**config.mk**
```make
export PLATFORM = sky130hd
export DESIGN_NAME = llc_input_select
export DESIGN_NICKNAME = d
export VERILOG_FILES = /design/src/rtl/llc_input_select_pkg.sv /design/src/rtl/llc_input_prio.sv /design/src/rtl/llc_input_select.sv
export SDC_FILE = /design/constraint.sdc
export NUM_CORES = 1
export LEC_CHECK = 0
export ABC_AREA = 1
export BUFFER_PORTS_ARGS = -buffer_cell sky130_fd_sc_hd__buf_2
export CAP_MARGIN = 25
export CORE_AREA = 2 2 208 210
export CTS_CLUSTER_SIZE = 40
export DETAILED_ROUTE_END_ITERATION = 6
export DIE_AREA = 0 0 210 212
export GPL_TIMING_DRIVEN = 1
export SLEW_MARGIN = 20
export SYNTH_ARGS = -nofsm -noshare
export SYNTH_HDL_FRONTEND = slang
export SYNTH_SLANG_ARGS = --single-unit
```
**constraint.sdc**
```tcl
create_clock -name clk -period 1.8 [get_ports clk]
set_input_delay 0.09 -clock clk [delete_from_list [all_inputs] [get_ports clk]]
set_output_delay 0.09 -clock clk [all_outputs]
set_load 0.02 [all_outputs]
```
**src/rtl/llc_input_select_pkg.sv**
```systemverilog
// Shared LLC input types: message payload structs, input-source and selector-state enums.
// The optional req/dma round-robin (macro LLC_DMA_RR_EN) is implemented in the users of this package.
package llc_input_select_pkg;

  localparam int unsigned ADDR_W    = 32;
  localparam int unsigned LINE_W    = 64;
  localparam int unsigned COH_REQ_W = 3;
  localparam int unsigned COH_RSP_W = 2;
  localparam int unsigned HPROT_W   = 2;
  localparam int unsigned ID_W      = 4;
  localparam int unsigned SRC_N     = 4;
  localparam int unsigned SRC_W     = 2;

  typedef struct packed {
    logic [COH_REQ_W-1:0] coh_msg;
    logic [HPROT_W-1:0]   hprot;
    logic [ADDR_W-1:0]    addr;
    logic [LINE_W-1:0]    line;
    logic [ID_W-1:0]      req_id;
  } llc_req_in_t;

  typedef struct packed {
    logic [COH_RSP_W-1:0] coh_msg;
    logic [ADDR_W-1:0]    addr;
    logic [LINE_W-1:0]    line;
    logic [ID_W-1:0]      req_id;
  } llc_rsp_in_t;

  // Enum value doubles as the bit index of that channel in valid/eligible/ready vectors.
  typedef enum logic [SRC_W-1:0] {
    SRC_RSP    = 2'd0,
    SRC_RST_TB = 2'd1,
    SRC_REQ    = 2'd2,
    SRC_DMA    = 2'd3
  } llc_in_src_t;

  typedef enum logic [1:0] {
    SCAN  = 2'd0,
    GRANT = 2'd1,
    FULL  = 2'd2
  } llc_sel_state_t;

  // One-hot grant vector to source id; an all-zero vector maps to SRC_RSP.
  function automatic llc_in_src_t src_of(input logic [SRC_N-1:0] onehot);
    llc_in_src_t src;
    src = SRC_RSP;
    if (onehot[SRC_DMA])         src = SRC_DMA;
    else if (onehot[SRC_REQ])    src = SRC_REQ;
    else if (onehot[SRC_RST_TB]) src = SRC_RST_TB;
    return src;
  endfunction

endpackage

```
**src/rtl/llc_input_prio.sv**
```systemverilog
// Fixed-priority picker for the LLC input channels: rsp > rst_tb > (req vs dma).
// With LLC_DMA_RR_EN defined, req/dma contention alternates based on rr_last_dma.
module llc_input_prio
  import llc_input_select_pkg::*;
(
  input  logic [SRC_N-1:0] eligible,
  input  logic             rr_last_dma,
  output logic [SRC_N-1:0] grant_c
);

  logic dma_first_c;

`ifdef LLC_DMA_RR_EN
  // dma goes first only when req was the last of the pair to be served.
  assign dma_first_c = ~rr_last_dma;
`else
  logic unused_rr_last_dma;
  assign unused_rr_last_dma = rr_last_dma;
  assign dma_first_c        = 1'b0;
`endif

  always_comb begin
    grant_c = '0;
    if (eligible[SRC_RSP]) begin
      grant_c[SRC_RSP] = 1'b1;
    end else if (eligible[SRC_RST_TB]) begin
      grant_c[SRC_RST_TB] = 1'b1;
    end else if (eligible[SRC_REQ] && !(dma_first_c && eligible[SRC_DMA])) begin
      grant_c[SRC_REQ] = 1'b1;
    end else if (eligible[SRC_DMA]) begin
      grant_c[SRC_DMA] = 1'b1;
    end
  end

endmodule

```
**src/rtl/llc_input_select.sv**
```systemverilog
// Picks one of the four buffered LLC input channels per transaction and presents it on a
// registered valid/ready port. Optional req/dma round-robin under macro LLC_DMA_RR_EN.
module llc_input_select
  import llc_input_select_pkg::*;
(
  input  logic        clk,
  input  logic        rst,

  input  logic        rsp_valid_int,
  output logic        rsp_ready_int,
  input  llc_rsp_in_t rsp_next,

  input  logic        rst_tb_valid_int,
  output logic        rst_tb_ready_int,
  input  logic        rst_tb_next,

  input  logic        req_valid_int,
  output logic        req_ready_int,
  input  llc_req_in_t req_next,

  input  logic        dma_req_valid_int,
  output logic        dma_req_ready_int,
  input  llc_req_in_t dma_req_next,

  input  logic        recall_pending,

  output logic        sel_valid,
  input  logic        sel_ready,
  output llc_in_src_t sel_src,
  output llc_req_in_t sel_req,
  output llc_rsp_in_t sel_rsp,
  output logic        sel_rst_tb
);

  llc_sel_state_t   state, state_d;
  llc_in_src_t      grant, grant_d;
  llc_in_src_t      sel_src_d;
  llc_req_in_t      sel_req_d;
  llc_rsp_in_t      sel_rsp_d;
  logic             sel_rst_tb_d;
  logic             sel_valid_d;
  logic [SRC_N-1:0] ready_q, ready_d;
  logic [SRC_N-1:0] valid_vec_c, eligible_c, win_c;
  logic             rr_last_dma_c;

  assign valid_vec_c = {dma_req_valid_int, req_valid_int, rst_tb_valid_int, rsp_valid_int};

  // A pending recall leaves only responses eligible so the core can make progress.
  assign eligible_c = recall_pending ? (valid_vec_c & SRC_N'(1)) : valid_vec_c;

`ifdef LLC_DMA_RR_EN
  logic rr_last_dma, rr_last_dma_d;
  assign rr_last_dma_c = rr_last_dma;

  always_ff @(posedge clk or negedge rst) begin
    if (!rst) rr_last_dma <= 1'b0;
    else      rr_last_dma <= rr_last_dma_d;
  end
`else
  assign rr_last_dma_c = 1'b0;
`endif

  llc_input_prio u_prio (
    .eligible    (eligible_c),
    .rr_last_dma (rr_last_dma_c),
    .grant_c     (win_c)
  );

  // Next-state, grant and registered-output values.
  always_comb begin
    state_d      = state;
    grant_d      = grant;
    ready_d      = '0;
    sel_valid_d  = sel_valid;
    sel_src_d    = sel_src;
    sel_req_d    = sel_req;
    sel_rsp_d    = sel_rsp;
    sel_rst_tb_d = sel_rst_tb;
`ifdef LLC_DMA_RR_EN
    rr_last_dma_d = rr_last_dma;
`endif
    case (state)
      SCAN: begin
        if (|eligible_c) begin
          grant_d = src_of(win_c);
          ready_d = win_c;
          state_d = GRANT;
        end
      end
      GRANT: begin
        state_d = SCAN;
`ifdef LLC_DMA_RR_EN
        if (grant == SRC_REQ)      rr_last_dma_d = 1'b0;
        else if (grant == SRC_DMA) rr_last_dma_d = 1'b1;
`endif
        // Upstream keeps a parked channel valid through GRANT; a drop here aborts quietly.
        if (valid_vec_c[grant]) begin
          state_d     = FULL;
          sel_valid_d = 1'b1;
          sel_src_d   = grant;
          case (grant)
            SRC_RSP:    sel_rsp_d    = rsp_next;
            SRC_RST_TB: sel_rst_tb_d = rst_tb_next;
            SRC_REQ:    sel_req_d    = req_next;
            SRC_DMA:    sel_req_d    = dma_req_next;
          endcase
        end
      end
      FULL: begin
        if (sel_ready) begin
          sel_valid_d = 1'b0;
          state_d     = SCAN;
        end
      end
      default: state_d = SCAN;
    endcase
  end

  always_ff @(posedge clk or negedge rst) begin
    if (!rst) begin
      state      <= SCAN;
      grant      <= SRC_RSP;
      ready_q    <= '0;
      sel_valid  <= 1'b0;
      sel_src    <= SRC_RSP;
      sel_req    <= '0;
      sel_rsp    <= '0;
      sel_rst_tb <= 1'b0;
    end else begin
      state      <= state_d;
      grant      <= grant_d;
      ready_q    <= ready_d;
      sel_valid  <= sel_valid_d;
      sel_src    <= sel_src_d;
      sel_req    <= sel_req_d;
      sel_rsp    <= sel_rsp_d;
      sel_rst_tb <= sel_rst_tb_d;
    end
  end

  assign rsp_ready_int     = ready_q[SRC_RSP];
  assign rst_tb_ready_int  = ready_q[SRC_RST_TB];
  assign req_ready_int     = ready_q[SRC_REQ];
  assign dma_req_ready_int = ready_q[SRC_DMA];

endmodule

```
==> results by group, run 1 <==
Logic synthesis
  – Synthesized area per cell: 8.236 µm²
  – Area leader, netlist: dfrtp_1
  – Sequential area share after synthesis: a little under three fifths
  – YS warnings: 0
  – Syn Inst Count: 1193
  – Synth top area cells: dfrtp_1 56%, nand2_1 17%, o21ai_0 10%
  – Mapped Area: 9826 µm²
  – Yosys cell types: 21
  – Synth Net Count: roughly 1500
  – Post-synthesis register bit count: roughly 220
  – Post-synth top area share: 55.77%

Die
  – Die area: around 45000 µm²
  – Chip height: 212 µm
  – FP Rows: 76
  – I/O pins: 536
  – Initial core utilization: between 20% and 30%
  – Die Span X: 210 µm
  – Core ar.: between 40000 and 50000 µm²

Global route
  – Initial antenna violation count: 1
  – Largest net degree at the start of global routing: between 100 and 150
  – GRT Total Usage: 18.66%
  – First-pass GRT wire length: ~66000 µm
  – Number of global-route vias before repair: roughly 12000
  – Grt ovf: 0

STA
  – Final hold violation count: 0
  – Min cycle time layout: 1.686 ns
  – Setup_tns: 0 ns
  – Fmax: around 600 MHz
  – Period utilisation layout: a little over nine tenths
  – Final max-slew violation count: 0
  – Worst Skew: 0.007596 ns
  – Slew margin rel.: ~64%
  – Slew at the pin closest to its max-slew limit: 0.5458 ns
  – Final setup violation count: 0
  – RSZ-0062 raised after global routing: no

Detailed routing
  – Pre-antenna DRT Iters: 5
  – Routed via count: about 12000
  – WL per Instance: roughly 17 µm
  – Vias per inst: between 4 and 5
  – Routed WL: 43610 µm
  – DR iter-0 viols: a little under 1000
  – Antenna viol nets, final: 0
  – Post-route DRC: 0

Clocking
  – Clock net sink count: 219
  – Root Buffer: clkbuf_16
  – H-tree levels: 1
  – Num CTS Buffers: 24
  – Worst skew pair latency: around 0.53 ns
  – Clock slew at reported path FFs: around 0.06 ns
  – Clock buffer depth: 3
  – CTS tree: yes

Critical path
  – Worst flop-to-flop path endpoint: sel_req[17]$_DFFE_PN0P_
  – CP Cell Sequence: nor2_4 > nand4_1 > buf_12 > buf_16 > nand2_1 > o21ai_0
  – Worst endpoint data arrival time: between 2 and 2.5 ns
  – CP max stage delay: 0.43 ns
  – Crit Path Class: flip-flop to flip-flop
  – R2R Setup Slk: between 0.1 and 0.15 ns
  – CP Capture Type: flip-flop
  – WP data required: 2.19 ns
  – Critical-path maximum fanout: 54
  – R2r startpoint: state[1]$_DFFE_PN0P_
  – CP startpoint kind: flip-flop
  – CP max-delay cell: dfrtp_1
  – R2R cell count: 6

Place
  – DP HPWL: roughly 28000 µm
  – RePlAce Congestion: roughly 0.88
  – # port buffers: between 500 and 600

Cells and area
  – Storage cell area: ~5500 µm²
  – Final core utilization: between 40 and 50%
  – Layout cells sized above 1: between 30% and 40%
  – NumNets Final: about 2300
  – Footprint of the multi-input gates: approximately 3500 µm²
  – N_diodes: 0
  – Fill cells: a little under 4000
  – Area Growth Syn to Fin: 75.73%

Worst hold path
  – Hold EP: sel_req[84]$_DFFE_PN0P_
  – Hold crit path type: input pin to flip-flop
  – Worst hold stages: 5
  – Min-delay src: req_next[84]

Job
  – Max_cap viols: 0

Power
  – Max IR drop VDD: 918.3 µV
  – Power Internal: about 0.014 W
  – Pwr Density: between 1500 and 2000 nW/µm²
  – Sw Ratio: approximately 45%
  – Psw: between 0.01 and 0.015 W
  – Sequential Power Share: between 30 and 40%
  – Combinational share of power: a little under half
  – Clock power share: about a fifth
  – LEAKAGE: roughly 9.5 nW

Status
  – Status: complete, no violations
-- final cells by class --
type,instances,share of cell area [%]
clock buffer,36,4.268
multi-input combinational,770,20.20
sequential,219,31.75
tap,546,3.957
inverter,114,2.478
clock inverter,7,0.6522
timing repair buffer,894,36.70
-- critical path: cells and delay by family (launching register included) --
kind / cells / cell delay (ns)
flops: 1 / 0.43
buf+inv: 2 / 0.44
compound gates: 1 / 0.12
simple gates: 3 / 0.52
-- power groups by stage --
stage / Clock [W] / Combinational (W) / Sequential (W)
2_1_floorplan: 0 / 0.00425 / 0.0109
3_3_place_gp: 0 / 0.0115 / 0.00833
3_5_place_dp: 0 / 0.0116 / 0.00840
4_1_cts: 0.00540 / 0.0121 / 0.00836
5_1_grt: 0.00558 / 0.0133 / 0.00861
6_report: 0.00528 / 0.0122 / 0.00838
-- per-stage QoR --
step	hold WS [ns]	cell area [µm²]	instances	power, W	worst slack [ns]
after global routing	0.06116	17270	2586	0.02748	0.008286
after global placement	0.06892	13220	2225	0.01978	0.1006
after CTS	0.01520	17260	2586	0.02591	0.04050
final	0.05289	17270	2586	0.02590	0.1140
after floorplan	-0.2056	9826	1193	0.01514	0.4971
after detailed placement	0.06861	13220	2225	0.02000	0.009634
-- kinds of logic after synthesis --
logic type | after synthesis | synth area share (%)
DFF | 219 | 55.77
AOI/OAI and AO/OA | 217 | 11.12
and+or+nand+nor | 553 | 24.02
buffers and inverters | 204 | 9.092
-- cells in the mapped netlist --
library cell  number
nor4_1             1
dfrtp_1          219
nand3_1            3
nand2_2            1
buf_2             48
nand3_2            1
nor2_1             6
nor3_1             3
clkbuf_1          32
nor2_4             1
o31ai_1            1
o21ai_1           16
nand2_1          434
inv_1            112
inv_2              2
nand4_1          103
a21oi_1            1
buf_6              8
o21ai_0          198
o2111ai_1          1
buf_4              2
-- sequential cells by signal, summed over array words and instances (netlist names) --
register,cells
sel_src,2
grant,2
sel_rst_tb,1
ready_q,4
sel_req,105
sel_valid,1
state,2
sel_rsp,102
-- routing by layer --
metal  up-vias  GRT usage [%]  wire length, µm
met3       147          4.284             3663
met2       670          31.33            20150
met1      5449          20.76            16150
li1       5528              -                -
met4         2          14.04             3623
met5         -              0               13
-- layout by cell type, fill, tap and decap left out, types with 3 or more instances in the layout --
| master | Yosys | final |
|---|---|---|
| nor2_1 | 6 | 5 |
| nand2_1 | 434 | 433 |
| dlygate4sd3_1 | 0 | 318 |
| o21ai_1 | 16 | 16 |
| buf_4 | 2 | 29 |
| o21ai_0 | 198 | 198 |
| buf_2 | 48 | 534 |
| buf_12 | 0 | 11 |
| clkinv_2 | 0 | 3 |
| nand4_1 | 103 | 103 |
| clkbuf_1 | 32 | 4 |
| dfrtp_1 | 219 | 218 |
| inv_1 | 112 | 112 |
| nand3_1 | 3 | 3 |
| clkbuf_16 | 0 | 25 |
| bufinv_16 | 0 | 3 |
| nor3_1 | 3 | 3 |
| clkbuf_8 | 0 | 7 |
-- worst max path at each step --
stage	slack, ns	from	to	depth (start not counted)
floorplan	0.50	grant[0]$_DFFE_PN0P_	sel_req[30]$_DFFE_PN0P_	6
global placement	0.10	grant[0]$_DFFE_PN0P_	sel_req[91]$_DFFE_PN0P_	5
detailed placement	0.01	grant[0]$_DFFE_PN0P_	sel_req[26]$_DFFE_PN0P_	4
CTS	0.04	grant[0]$_DFFE_PN0P_	sel_rsp[53]$_DFFE_PN0P_	8
global route	0.008	grant[0]$_DFFE_PN0P_	sel_req[17]$_DFFE_PN0P_	7
finish	0.11	state[1]$_DFFE_PN0P_	sel_req[17]$_DFFE_PN0P_	6
-- repair_timing --
action / CTS / global route
setup buffers: 0 / 0
gates resized for setup: 1 / 2
hold buffers: 318 / 0
endpoints found under the setup margin: 1 / 74
hold endpoints to repair: 436 / 0
No activity file was read; power rests on OpenSTA's default activity.
==> run 2, diff against run 1 <==
--- a/config.mk
+++ b/config.mk
@@ -9,6 +9,7 @@
 export BUFFER_PORTS_ARGS = -buffer_cell sky130_fd_sc_hd__buf_2
 export CAP_MARGIN = 25
 export CORE_AREA = 2 2 208 210
+export CTS_BUF_LIST = sky130_fd_sc_hd__clkbuf_16
 export CTS_CLUSTER_SIZE = 40
 export DETAILED_ROUTE_END_ITERATION = 6
 export DIE_AREA = 0 0 210 212
==> run 2 against run 1 <==
  * Global-route usage about the same
  * Count of clock-buffer cells in the layout shrank 11
  * Worst setup slack worse by 0.017 ns
  * Hold slack better by 0.0069 ns
  * Flip-flop and latch count did not move
  * Critical endpoint unchanged
  * Via count about the same
  * Highest routed layer unchanged
  * Die area did not move
  * Largest cell class unchanged
==> results by group, run 2 (synthesis results as in run 1) <==
Cells and area
  – Layout cells sized above 1: between 30% and 40%
  – Area Growth Syn to Fin: 75.02%
  – Commonest cells after routing, fill and taps aside: 534 x buf_2, 433 x nand2_1, 318 x dlygate4sd3_1, 218 x dfrtp_1, 198 x o21ai_0
  – Top reg by flops: sel_req
  – Storage cell area: 5482 µm²
  – Fill cells: 3959
  – Top flop regs: sel_req (105), sel_rsp (102), ready_q (4)
  – NumNets Final: ~2300
  – N_diodes: 0
  – Footprint of the multi-input gates: between 3000 and 4000 µm²
  – Final instance area: ~17000 µm²
  – Commonest non-fill, non-tap cell in the layout: buf_2
  – Max reg flops: 105

STA
  – Min cycle time layout: approximately 1.7 ns
  – Slew at the pin closest to its max-slew limit: ~0.54 ns
  – Slew margin rel.: 64.22%
  – Setup_tns: 0 ns
  – RSZ-0062 raised after global routing: no
  – Fmax: around 590 MHz
  – Final setup margin: 0.09695 ns
  – Worst hold slack: around 0.06 ns
  – Final max-slew violation count: 0
  – Worst Skew: between 0.006 and 0.007 ns
  – Final hold violation count: 0
  – Final setup violation count: 0
  – Period utilisation layout: 94.61%

Detailed routing
  – Post-route DRC: 0
  – DR iter-0 viols: roughly 940
  – WL per Instance: approximately 17 µm
  – Vias per inst: 4.562
  – Antenna viol nets, final: 0
  – Pre-antenna DRT Iters: 5
  – Routed WL: approximately 44000 µm
  – Routed via count: around 12000

Power
  – Max IR drop VDD: 921.9 µV
  – LEAKAGE: about 9.5 nW
  – Pwr Density: 1487 nW/µm²

Worst hold path
  – Hold crit path type: input pin to flip-flop

Critical path
  – WP data required: ~2.2 ns
  – CP Capture Type: flip-flop
  – Crit Path Class: flip-flop to flip-flop
  – CP max stage delay: 0.43 ns
  – CP startpoint kind: flip-flop
  – CP Cell Sequence: nor2_4 > nand4_1 > buf_12 > buf_16 > nand2_1 > o21ai_0
  – Critical-path maximum fanout: 54
  – R2R Setup Slk: a little under 0.1 ns
  – CP max-delay cell: dfrtp_1
  – Worst endpoint data arrival time: roughly 2.1 ns

Clocking
  – Worst skew pair latency: approximately 0.53 ns
  – Num CTS Buffers: 24
  – Root Buffer: clkbuf_16
  – Clock slew at reported path FFs: approximately 0.060 ns
  – H-tree levels: 1
  – Clock net sink count: between 200 and 250
  – CTS tree: yes
  – Clock buffer depth: 3

Global route
  – Largest net degree at the start of global routing: 103
  – GRT Total Usage: around a fifth
  – Number of global-route vias before repair: between 10000 and 15000
  – Grt ovf: 0
  – Initial antenna violation count: 1
  – First-pass GRT wire length: about 65000 µm

Place
  – RePlAce Congestion: slightly below 0.9
  – # port buffers: roughly 540
  – Setup slack at placement: about 0.0096 ns
  – DP HPWL: 27940 µm
  – Placed standard-cell area: roughly 13000 µm²

Die
  – FP Rows: 76
  – Initial core utilization: 23.12%
  – Die Span X: 210 µm
  – Core ar.: between 40000 and 50000 µm²
  – Chip height: about 210 µm
  – Die area: 44520 µm²
  – I/O pins: about 540

Job
  – Max_cap viols: 0

Status
  – Status: complete, no violations
-- run 2: changes by cell type in the layout (fill, tap and decap cells not counted) --
cell,delta
clkinv_1,+7
inv_1,+4
clkbuf_8,-7
clkbuf_1,-4
-- run 2: per-layer routing --
metal,share of wire [%],track usage [%]
met5,0.030,0
met2,47,31.61
met1,37,20.77
met4,7.9,13.40
met3,8.5,4.210
-- run 2: worst max-delay path: cells and delay by family, from the launching register on --
| family | cells | cell delay, ns |
|---|---|---|
| DFF | 1 | 0.43 |
| buffers and inverters | 2 | 0.44 |
| and+or+nand+nor | 3 | 0.53 |
| AOI/OAI and AO/OA | 1 | 0.13 |
-- run 2: cell type report --
class	instances	area share, %
inverter	114	2.488
timing repair buffer	894	36.85
sequential	219	31.88
clock inverter	18	0.8949
clock buffer	25	3.638
tap	546	3.973
multi-input combinational	770	20.29
-- run 2: stage by stage --
| stage | utilization, % | power, W | cells |
|---|---|---|---|
| floorplan | - | 0.01514 | 1193 |
| global placement | 31.09 | 0.01978 | 2225 |
| detailed placement | 31.09 | 0.02000 | 2225 |
| CTS | 40.44 | 0.02558 | 2586 |
| global route | 40.46 | 0.02713 | 2586 |
| finish | 40.46 | 0.02557 | 2586 |
-- run 2: what timing repair did --
item | CTS | global route
pin swaps | 0 | 0
endpoints found under the setup margin | 1 | 73
hold buffers | 318 | 0
buffers inserted | 0 | 0
gates resized for setup | 1 | 2
endpoints found under the hold margin | 436 | 0
-- run 2: path summary, 6_finish.rpt --
kind / from / end / depth (start not counted)
setup / recovery: state[1]$_DFFE_PN0P_ / sel_req[17]$_DFFE_PN0P_ / 6
hold / removal: req_next[85] / sel_req[85]$_DFFE_PN0P_ / 5
setup reg to reg: state[1]$_DFFE_PN0P_ / sel_req[17]$_DFFE_PN0P_ / 6
hold reg to reg: sel_rsp[76]$_DFFE_PN0P_ / sel_rsp[76]$_DFFE_PN0P_ / 2
max in group asynchronous: rst / sel_req[5]$_DFFE_PN0P_ / 3
min in group asynchronous: rst / sel_rsp[66]$_DFFE_PN0P_ / 2
-- run 2: where the power goes --
part | switching [W] | internal (W) | leakage (nW)
logic | 0.00827 | 0.00399 | 6.33
clock network | 0.00202 | 0.00292 | 0.395
registers | 0.00126 | 0.00712 | 2.76
